==> src/rtl/lab1_bonus_if.sv <==
// Operand/result bundle for the lab1_bonus sign-magnitude adder.
// The master drives the operands; the slave returns the registered sum and overflow flag.
interface lab1_bonus_if;
  logic [2:0] a;
  logic [2:0] b;
  logic [2:0] o;
  logic       flag;

  modport master (
    output a,
    output b,
    input  o,
    input  flag
  );

  modport slave (
    input  a,
    input  b,
    output o,
    output flag
  );
endinterface

==> src/rtl/lab1_bonus.sv <==
// Registered 3-bit sign-magnitude adder: sums two operands in -3..+3,
// saturates out-of-range results to +/-3 and raises flag when it does.
module lab1_bonus (
  input  logic         clk,
  input  logic         rst_n,
  lab1_bonus_if.slave  bus
);

  logic [2:0] opnd [2];
  logic [1:0] mag  [2];
  logic [1:0] sgn;

  logic [2:0] raw_mag;
  logic       res_sign;
  logic [1:0] sat_mag;
  logic       same_path;
  logic [2:0] o_next;
  logic       flag_next;
  logic [2:0] o_reg;
  logic       flag_reg;

  assign opnd[0] = bus.a;
  assign opnd[1] = bus.b;

  // A zero magnitude forces the effective sign positive, so -0 behaves as +0.
  generate
    for (genvar gi = 0; gi < 2; gi++) begin : g_decode
      assign mag[gi] = opnd[gi][1:0];
      assign sgn[gi] = opnd[gi][2] & (|opnd[gi][1:0]);
    end
  endgenerate

  always_comb begin
    raw_mag   = 3'd0;
    res_sign  = 1'b0;
    same_path = (mag[0] == 2'd0) || (mag[1] == 2'd0) || (sgn[0] == sgn[1]);
    if (same_path) begin
      raw_mag  = {1'b0, mag[0]} + {1'b0, mag[1]};
      res_sign = sgn[0] | sgn[1];
    end else if (mag[0] > mag[1]) begin
      raw_mag  = {1'b0, mag[0]} - {1'b0, mag[1]};
      res_sign = sgn[0];
    end else begin
      raw_mag  = {1'b0, mag[1]} - {1'b0, mag[0]};
      res_sign = sgn[1];
    end
  end

  // Zero results are canonicalised to 3'b000 regardless of the computed sign.
  always_comb begin
    flag_next = (raw_mag > 3'd3);
    sat_mag   = flag_next ? 2'b11 : raw_mag[1:0];
    o_next    = (sat_mag == 2'd0) ? 3'b000 : {res_sign, sat_mag};
  end

  always_ff @(posedge clk or negedge rst_n) begin
    if (!rst_n) begin
      o_reg    <= 3'b000;
      flag_reg <= 1'b0;
    end else begin
      o_reg    <= o_next;
      flag_reg <= flag_next;
    end
  end

  assign bus.o    = o_reg;
  assign bus.flag = flag_reg;

endmodule

==> src/flat_wrapper.sv <==
// flat-port wrapper written by rule: the top's interface ports become plain ports
module lab1_bonus_flat 
  (clk, rst_n, bus_a, bus_b, bus_o, bus_flag);
  lab1_bonus_if bus_i ();
  input  logic clk;
  input  logic rst_n;
  input wire logic [$bits(bus_i.a)-1:0] bus_a;
  input wire logic [$bits(bus_i.b)-1:0] bus_b;
  output wire logic [$bits(bus_i.o)-1:0] bus_o;
  output wire logic [$bits(bus_i.flag)-1:0] bus_flag;
  assign bus_i.a = bus_a;
  assign bus_i.b = bus_b;
  assign bus_o = bus_i.o;
  assign bus_flag = bus_i.flag;
  lab1_bonus u_core (.clk(clk), .rst_n(rst_n), .bus(bus_i));
endmodule
==> config.mk <==
export PLATFORM = sky130hd
export DESIGN_NAME = lab1_bonus_flat
export DESIGN_NICKNAME = d
export VERILOG_FILES = /design/src/rtl/lab1_bonus_if.sv /design/src/rtl/lab1_bonus.sv /design/src/flat_wrapper.sv
export SDC_FILE = /design/constraint.sdc
export NUM_CORES = 1
export LEC_CHECK = 0
export CAP_MARGIN = 20
export CORE_AREA = 2 2 39 41
export CTS_BUF_LIST = sky130_fd_sc_hd__clkbuf_4
export CTS_CLUSTER_SIZE = 40
export DETAILED_ROUTE_END_ITERATION = 10
export DIE_AREA = 0 0 41 43
export PLACE_DENSITY = 0.6
export SLEW_MARGIN = 25
export SYNTH_ARGS = -nofsm -noshare
export SYNTH_HDL_FRONTEND = slang
export SYNTH_SLANG_ARGS = --single-unit
==> constraint.sdc <==
create_clock -name clk -period 1.25 [get_ports clk]
set_input_delay 0.25 -clock clk [delete_from_list [all_inputs] [get_ports clk]]
set_output_delay 0.25 -clock clk [all_outputs]
set_load 0.03 [all_outputs]
==> flow_summary_export.csv <==
group,metric,value,unit
placed_design,portBuffers,11,
floorplan,die_area,1760,um^2
clock_tree,cts_max_level,1,
pwr,power_frac_comb,54.2,%
route,drtIter0Drc,1,
global_route,grt_pass1_wl,1590,um
route,drt_pass1_iterations,2,
logic_synthesis,ys_types,18,
outcome,violations,"setup timing",
pwr,finalPower,680,uW
logic_synthesis,ys_warn_count,0,
final_layout,drive_gt1_share,64.9,%
final_layout,antenna_cells,0,
floorplan,die_w,41,um
logic_synthesis,synthCells,35,
route,routed_wirelength,896,um
worst_hold_path,hp-class,"primary input to async pin",
timing,worst_pin_slew,0.305,ns
timing,period_share,140,%
global_route,grt_usage,13.5,%
route,vias,401,
floorplan,ios,12,
timing,setup_ws,-0.497,ns
run,cap_violations,0,
clock_tree,cts.sinks,4,
clock_tree,path_clk_slew,0.04,ns
timing,min_period,1.75,ns
pwr,p_int,458,uW
final_layout,nets,92,
pwr,power_density,811,nW/um^2
pwr,power_leakage,0.000389,uW
floorplan,die_height,43,um
route,wire_per_inst,9.96,um
logic_synthesis,syn_area,379,um^2
floorplan,start_util,27.4,%
route,antenna_left,0,
pwr,seqPwrFrac,22.8,%
worst_setup_path,path_max_fanout,3,
clock_tree,holdBufCountCts,0,
worst_setup_path,critPathCaptureType,"flip-flop",
timing,hold_viol_final,0,
pwr,net-switching-power,222,uW
timing,setup_viol,4,
global_route,grt_max_degree,8,
worst_setup_path,startpoint_type,"primary input",
pwr,p_clk_share,23.1,%
global_route,antenna_found_initial,0,
clock_tree,numCtsBuffers,3,
global_route,grt_pass1_vias,378,
logic_synthesis,seq_area_frac_synth,26.4,%
timing,slew_viol_final,0,
logic_synthesis,synth_top_area_share,26.4,%
floorplan,core_area,1380,um^2
timing,rsz0062_at_grt,"true",
timing,tns,-1.35,ns
worst_setup_path,criticalPathCategory,"primary input to flip-flop",
route,post-route-drc-count,0,
global_route,grt_overflow,0,
final_layout,largest_reg_flops,3,
worst_setup_path,required,1.37,ns
clock_tree,cts_root_buffer,"clkbuf_4",
placed_design,placedCellCount,78,
timing,max_freq,572,MHz
worst_setup_path,crit_path_start,"bus_a[0]",
final_layout,layoutNonFillerInstCount,90,
logic_synthesis,synth_nets,51,
worst_setup_path,worstPathArrival,1.86,ns
logic_synthesis,synth_top_area_cell,"dfrtp_1",
final_layout,area_growth,121,%
clock_tree,cts_tree,"built",
outcome,status,"complete, but fails checks",
logic_synthesis,synth_area_leaders,"dfrtp_1, ha_1, fa_1",
clock_tree,clock_path_buffers,2,
route,routed_via_density,4.46,
floorplan,num_rows,14,
logic_synthesis,yosys_register_bits,4,
logic_synthesis,avgSynthCellArea,10.8,um^2
placed_design,gp_congestion,0.703,
timing,slew_headroom,79.7,%
pwr,swShare,32.6,%
pwr,vdd_drop_max,0.262,mV
[final cells by class]
| class | count | area (um^2) |
|---|---|---|
| sequential | 4 | 100 |
| timing repair buffer | 36 | 308 |
| multi-input combinational | 24 | 337 |
| clock buffer | 3 | 22.5 |
| inverter | 7 | 51.3 |
| fill | 142 | 546 |
| tap | 16 | 20.0 |
[critical path: stages]
cell      delay, ns
buf_8          0.10
buf_6          0.12
inv_12         0.04
ha_4           0.11
inv_2          0.03
fa_2           0.33
a21boi_4       0.15
mux2_4         0.29
o21a_1         0.18
o221a_1        0.25
[power by group through the flow]
stage | logic [uW] | clock network (uW) | registers [uW]
floorplan | 122 | 0 | 202
global route | 402 | 174 | 157
finish | 368 | 157 | 155
CTS | 360 | 164 | 155
global placement | 318 | 0 | 157
detailed placement | 320 | 0 | 158
[per-layer routing]
layer / vias up / share of wire [%] / GRT usage, %
li1: 201 / - / -
met3: 2 / 4.1 / 3.14
met1: 190 / 38 / 14.6
met2: 8 / 57 / 22.2
met5: - / 0 / 0
met4: 0 / 0.89 / 8.00
[synth_stat cells]
library cell,instances
o221a_1,1
inv_1,7
fa_1,3
a21oi_1,1
o31ai_1,1
o21a_1,1
ha_1,5
o311ai_2,1
nand2b_1,2
nor2b_1,1
mux2_4,1
nand2_1,1
dfrtp_1,4
nor2_1,1
nand3_1,1
o221ai_2,1
a21boi_2,1
o21ai_0,2
[per-stage QoR]
step / area [um^2] / utilization (%) / hold slack, ns / setup WS, ns
6_report: 838 / 60.6 / 0.219 / -0.497
2_1_floorplan: 447 / - / -0.0456 / -0.535
3_5_place_dp: 697 / 50.4 / 0.468 / -1.24
4_1_cts: 837 / 60.5 / 0.221 / -0.517
5_1_grt: 838 / 60.6 / 0.218 / -0.530
3_3_place_gp: 697 / 50.4 / 0.460 / -1.22
[layout by cell type, fill, tap and decap left out, drive strengths merged]
| master | Yosys | routed |
|---|---|---|
| buf | 0 | 28 |
| inv | 7 | 7 |
| dlygate4sd2 | 0 | 6 |
| ha | 5 | 5 |
| dfrtp | 4 | 4 |
| clkbuf | 0 | 3 |
| fa | 3 | 3 |
| o21ai | 2 | 2 |
| nand2b | 2 | 2 |
| o221ai | 1 | 1 |
| a21boi | 1 | 1 |
| o31ai | 1 | 1 |
| nor2b | 1 | 1 |
| o311ai | 1 | 1 |
| mux2 | 1 | 1 |
| nand3 | 1 | 1 |
| o21a | 1 | 1 |
| nor2 | 1 | 1 |
| a21oi | 1 | 1 |
| nand2 | 1 | 1 |
| o221a | 1 | 1 |
| clkdlybuf4s15 | 0 | 1 |
| clkdlybuf4s50 | 0 | 1 |
[worst paths after layout]
check | slack, ns | end
min in group clk | 0.62 | u_core.bus.o[0]$_DFF_PN0_
setup / recovery | -0.50 | u_core.bus.o[2]$_DFF_PN0_
hold / removal | 0.22 | u_core.bus.o[1]$_DFF_PN0_
max in group asynchronous | 0.86 | u_core.bus.o[0]$_DFF_PN0_
[logic make-up (layout without fill, tap and decap cells)]
family / count (synthesis) / in the layout / synth area share [%]
AND/OR/NAND/NOR: 6 / 6 / 8.25
adder cells (fa/ha/maj): 8 / 8 / 32.3
buffers and inverters: 7 / 46 / 6.93
AO/OA/AOI/OAI: 9 / 9 / 22.1
multiplexers: 1 / 1 / 3.96
flip-flops: 4 / 4 / 26.4
[timing repair]
| action | in CTS | in global routing |
|---|---|---|
| endpoints found under the setup margin | 8 | 4 |
| resized for setup | 36 | 2 |
| buffers inserted | 8 | 2 |
| pin swaps | 6 | 2 |
Power figures use the tool's default switching activity.
